$ cat src/rtl/uart_pkg.sv
// ---------------------------------------------------------------------------
// uart_pkg
// Shared definitions for the UART transmit controller:
//   DATA_WIDTH         payload bits per frame
//   PAR_EVEN/PAR_ODD   encodings of the PAR_TYP input
//   txState_t          transmit FSM state encoding
// ---------------------------------------------------------------------------
package uart_pkg;

    localparam int DATA_WIDTH = 8;

    localparam logic PAR_EVEN = 1'b0;
    localparam logic PAR_ODD  = 1'b1;

    typedef enum logic [2:0] {
        IDLE   = 3'd0,
        START  = 3'd1,
        DATA   = 3'd2,
        PARITY = 3'd3,
        STOP   = 3'd4
    } txState_t;

endpackage

$ cat src/rtl/uart_parity_calc.sv
// ---------------------------------------------------------------------------
// uart_parity_calc
// Parity generator for one UART payload.
// Ports:
//   data_i    payload word
//   type_i    parity type (PAR_EVEN / PAR_ODD)
//   parity_o  parity bit to place after the data bits
// ---------------------------------------------------------------------------
module uart_parity_calc
    import uart_pkg::*;
#(
    parameter int WIDTH = uart_pkg::DATA_WIDTH
) (
    input  logic [WIDTH-1:0] data_i,
    input  logic             type_i,
    output logic             parity_o
);

    // Even parity makes the total count of ones even, so it is the XOR of
    // the payload; odd parity is its complement.
    assign parity_o = (^data_i) ^ (type_i == PAR_ODD);

endmodule

$ cat src/rtl/uart_tx_controller.sv
// ---------------------------------------------------------------------------
// uart_tx_controller
// Frame sequencer for a UART transmitter that works with an external
// Serializer. Frame: START(0), 8 data bits LSB first, optional PARITY, STOP(1).
// Ports:
//   CLK         clock, rising edge
//   RST         synchronous active-high reset
//   P_DATA      parallel payload, sampled when a request is accepted
//   Data_Valid  request to send P_DATA
//   PAR_EN      parity enable, sampled on accept
//   PAR_TYP     parity type (0 even, 1 odd), sampled on accept
//   Ser_Data    serial bit coming back from the Serializer
//   Ser_En      one-cycle load pulse to the Serializer
//   Send_Data   shift command to the Serializer
//   TX_OUT      UART line, idle high
//   Busy        frame in progress
// ---------------------------------------------------------------------------
module uart_tx_controller
    import uart_pkg::*;
#(
    parameter int DATA_WIDTH = uart_pkg::DATA_WIDTH
) (
    input  logic                  CLK,
    input  logic                  RST,
    input  logic [DATA_WIDTH-1:0] P_DATA,
    input  logic                  Data_Valid,
    input  logic                  PAR_EN,
    input  logic                  PAR_TYP,
    input  logic                  Ser_Data,
    output logic                  Ser_En,
    output logic                  Send_Data,
    output logic                  TX_OUT,
    output logic                  Busy
);

    localparam logic [2:0] CNT_LAST = 3'(DATA_WIDTH - 1);

    txState_t              state_q,   state_d;
    logic [2:0]            bitCnt_q,  bitCnt_d;
    logic [DATA_WIDTH-1:0] dataReg_q, dataReg_d;
    logic                  parEn_q,   parEn_d;
    logic                  parTyp_q,  parTyp_d;
    logic                  parBit_q,  parBit_d;
    logic                  accept;
    logic                  parCalc;

    // A new request is only taken between frames or in the STOP cycle, so
    // frames can run back to back. Reset wins over a simultaneous request.
    assign accept = Data_Valid && !RST && ((state_q == IDLE) || (state_q == STOP));

    // Frame parameters are captured on accept and held for the whole frame;
    // the parity bit is formed from the word being captured.
    always_comb begin
        dataReg_d = accept ? P_DATA  : dataReg_q;
        parEn_d   = accept ? PAR_EN  : parEn_q;
        parTyp_d  = accept ? PAR_TYP : parTyp_q;
        parBit_d  = accept ? parCalc : parBit_q;
    end

    uart_parity_calc #(
        .WIDTH    (DATA_WIDTH)
    ) uParity (
        .data_i   (dataReg_d),
        .type_i   (parTyp_d),
        .parity_o (parCalc)
    );

    // State, bit counter and captured frame parameters.
    always_ff @(posedge CLK) begin
        if (RST) begin
            state_q   <= IDLE;
            bitCnt_q  <= '0;
            dataReg_q <= '0;
            parEn_q   <= 1'b0;
            parTyp_q  <= 1'b0;
            parBit_q  <= 1'b0;
        end else begin
            state_q   <= state_d;
            bitCnt_q  <= bitCnt_d;
            dataReg_q <= dataReg_d;
            parEn_q   <= parEn_d;
            parTyp_q  <= parTyp_d;
            parBit_q  <= parBit_d;
        end
    end

    // Next state and outputs. Send_Data is high in START and the first seven
    // DATA cycles: the Serializer presents bit 0 after the START shift, so
    // eight shifts in total walk it through all payload bits.
    always_comb begin
        state_d   = state_q;
        bitCnt_d  = bitCnt_q;
        Ser_En    = 1'b0;
        Send_Data = 1'b0;
        TX_OUT    = 1'b1;
        Busy      = 1'b0;
        unique case (state_q)
            IDLE: begin
                if (accept) begin
                    Ser_En  = 1'b1;
                    state_d = START;
                end
            end
            START: begin
                TX_OUT    = 1'b0;
                Busy      = 1'b1;
                Send_Data = 1'b1;
                state_d   = DATA;
            end
            DATA: begin
                TX_OUT    = Ser_Data;
                Busy      = 1'b1;
                Send_Data = (bitCnt_q != CNT_LAST);
                // The counter simply rolls from 7 back to 0 on the way out.
                bitCnt_d  = bitCnt_q + 3'd1;
                if (bitCnt_q == CNT_LAST) begin
                    state_d = parEn_q ? PARITY : STOP;
                end
            end
            PARITY: begin
                TX_OUT  = parBit_q;
                Busy    = 1'b1;
                state_d = STOP;
            end
            STOP: begin
                Busy = 1'b1;
                if (accept) begin
                    Ser_En  = 1'b1;
                    state_d = START;
                end else begin
                    state_d = IDLE;
                end
            end
            default: begin
                state_d = IDLE;
            end
        endcase
    end

endmodule

$ cat config.mk
export PLATFORM = sky130hd
export DESIGN_NAME = uart_tx_controller
export DESIGN_NICKNAME = d
export VERILOG_FILES = /design/src/rtl/uart_pkg.sv /design/src/rtl/uart_parity_calc.sv /design/src/rtl/uart_tx_controller.sv
export SDC_FILE = /design/constraint.sdc
export NUM_CORES = 1
export LEC_CHECK = 0
export CORE_MARGIN = 1
export CORE_UTILIZATION = 36
export CTS_CLUSTER_SIZE = 10
export DETAILED_ROUTE_END_ITERATION = 10
export GPL_ROUTABILITY_DRIVEN = 0
export PLACE_DENSITY = 0.7
export SYNTH_ARGS = -nofsm -noshare
export SYNTH_HDL_FRONTEND = slang
export SYNTH_SLANG_ARGS = --single-unit
$ cat constraint.sdc
create_clock -name CLK -period 1.4 [get_ports CLK]
set_input_delay 0.35 -clock CLK [delete_from_list [all_inputs] [get_ports CLK]]
set_output_delay 0.35 -clock CLK [all_outputs]
set_load 0.05 [all_outputs]
==> results.toml, run 1 <==
[min_path]
min_from = "RST"
hp-class = "input pin to flop"

[synthesis]
syn_nets = 68
synthCells = 52
synthSimpleGateAreaFrac_pct = 17.6
synth.largest_area_cell = "dfxtp_1"
ys_warn_count = 0
synth.area.top_cells = "dfxtp_1 33%, xnor2_1 11%, ha_1 5.1%"
ys_seq_elements = 8
ys_seq_area_share_pct = 32.7
syn_avg_cell_area_um2 = 9.41
synthFlopType = "dfxtp_1"
synth-xor-area-share_pct = 18.9
syn-cell-area_um2 = 489
synth_top_family_by_area = "XOR/XNOR gates"
async_reset_ff_share_pct = 0
yosys.area.top_type_share_pct = 32.7
synthMuxAreaShare_pct = 4.09
synth-compound-area-share_pct = 12.5
synthAdderAreaFrac_pct = 5.12
yosysUniqueCellTypes = 27
synth_edf_count = 0

[drt]
ant_nets = 0
drc = 0
drt_iter0_drc = 3
wl_per_cell_um = 12.1
drt-pass1-iter-count = 3
viasPerCell = 4.71
vias = 438
drt_wl_total_mm = 1.12

[run]
cap_violations = 0

[status]
status = "finished, violations left"
violations = "setup timing"

[setup_path]
crit_start = "bitCnt_q[0]"
critPathKind = "flop to output pin"
cp_common_cell = "ha_4"
critPathBufInv = 1
start_kind = "flop"
timing.critical_path.max_delay_family = "flip-flops"
reg2reg_from = "bitCnt_q[0]"
slowest_delay_ns = 0.33
cp-end-kind = "output pin"
crit_required_ns = 1.05
arrival_ns = 1.52
crit_chain = "ha_4 -> ha_4 -> or3_4 -> a21oi_4 -> buf_12"
worstPathMaxFanout = 2
crit_slowest_cell = "dfxtp_2"

[final_layout]
drive_above_1_share_pct = 45.6
layout_commonest_cell = "buf_4"
antennaDiodeCount = 0
fin_util_pct = 74.7
nets = 97
finalNonFillerCells = 93
areaGrowthSynthToFinish_pct = 81.1
final_cell_mix = "9 x buf_4, 6 x dlygate4sd2_1, 5 x xnor2_1, 5 x clkdlybuf4s50_1, 4 x buf_12"

[cts]
cts-root-buf = "clkbuf_4"
cts_sinks = 8
cts_buffers = 3
cts.reportedPaths.clkPinSlew_ns = 0.05
insertion_delay_ns = 0.25
cts_buffer_depth = 2
cts_tree = "built"
hold_buffers = 0
htreeDepth = 1

[floorplanning]
dieArea_um2 = 1510
io_pins = 18
fp.dieW_um = 38.9
design.core.area_um2 = 1190
dieHeight_um = 38.9
rows = 12
initial_core_util_pct = 41.2

[grt]
grt_pass1_vias = 388
grt_usage_pct = 16.7
gr-total-overflow = 0
grt_max_degree = 9
grt_antenna_before_repair = 0
grt_pass1_wl_mm = 1.62

[placement]
io_buffer_count = 17
placedCellCount = 85
dp_hpwl_um = 762

[sta]
rsz0062_at_grt = "yes"
final.period_utilization_pct = 133
layout_setup_ws_ns = -0.467
drv_slew = 0
timing.fmax_mhz = 536
post-route-min-period_ns = 1.87
clock_skew_ns = 0.000724
relSlewSlack_pct = 77.5
setup_viol = 4
worstMarginPinSlew_ns = 0.335
hold_viol = 0
holdWs_ns = 0.464

[power]
power_density_nw_per_um2 = 816
peakVddDrop_v = 0.000469
p_leak_nw = 0.384
totalPowerFinal_uw = 723
-- kinds of logic after synthesis --
logic type | after synthesis
multiplexers | 2
XOR/XNOR | 9
flip-flops | 8
buffers and inverters | 9
adder cells (fa/ha/maj) | 2
AO/OA/AOI/OAI | 9
AND/OR/NAND/NOR | 13
-- routing by layer --
| metal | wire length [um] | global-route usage, % |
|---|---|---|
| met1 | 571 | 23.0 |
| met5 | 0 | 0 |
| met2 | 514 | 22.1 |
| met3 | 32 | 5.20 |
| met4 | 5 | 10.3 |
-- metrics by stage --
step                      setup WS, ns  area [um^2]  setup TNS [ns]
after global routing            -0.507          886           -1.30
final                           -0.467          886           -1.10
after detailed placement        -0.422          767           -1.66
after global placement          -0.416          767           -1.58
after floorplan                 -0.291          520          -0.291
after CTS                       -0.535          840          -0.969
-- state kept, by name, summed over array words and instances, names as in the netlist --
register  cells
state_q       3
parEn_q       1
bitCnt_q      3
parBit_q      1
-- cell type report --
| cell class | instances | area [um^2] |
|---|---|---|
| Fill cell | 82 | 300 |
| Sequential cell | 8 | 174 |
| Inverter | 4 | 17.5 |
| Multi-Input combinational cell | 35 | 345 |
| Tap cell | 14 | 17.5 |
| Clock buffer | 3 | 22.5 |
| Timing Repair Buffer | 29 | 309 |
-- Yosys cell counts, types with 2 or more instances --
library cell,count
a21oi_1,3
nand2_1,2
ha_1,2
buf_2,2
a211oi_1,2
xor2_1,2
inv_2,2
dfxtp_1,8
inv_1,2
nor2_1,4
mux2i_1,2
xnor2_1,6
-- tightest hold or removal path: stages --
cell	delay, ns
dlymetal6s2s_1	0.11
buf_4	0.17
a211oi_1	0.05
-- where the power goes --
| part | leakage, nW | switching (mW) | total (mW) | internal (mW) |
|---|---|---|---|---|
| registers | 0.0684 | 0.0182 | 0.260 | 0.242 |
| clock network | 0.0138 | 0.0766 | 0.175 | 0.0980 |
| logic | 0.302 | 0.121 | 0.288 | 0.167 |
-- worst paths after layout --
check / end / slack [ns] / cells past startpoint
max: Send_Data / -0.47 / 5
min: state_q[0] / 0.46 / 3
max reg2reg: state_q[1] / 0 / 6
min reg2reg: parBit_q / 0.49 / 2
-- repair_timing --
action,in CTS,in global routing
pin swaps,9,11
setup buffers,1,4
resized for setup,21,5
setup endpoints to repair,7,5
Note: power is estimated with default switching activity, not from simulation.
==> run 2: changes to the inputs <==
Settings changed: CAP_MARGIN set to 20, MAX_ROUTING_LAYER set to met4.
==> results of run 2 <==
Final layout, timing and power as in run 1 (identical DEF).
Among the figures that moved: overall routing resource usage 16.7% -> 17.2%
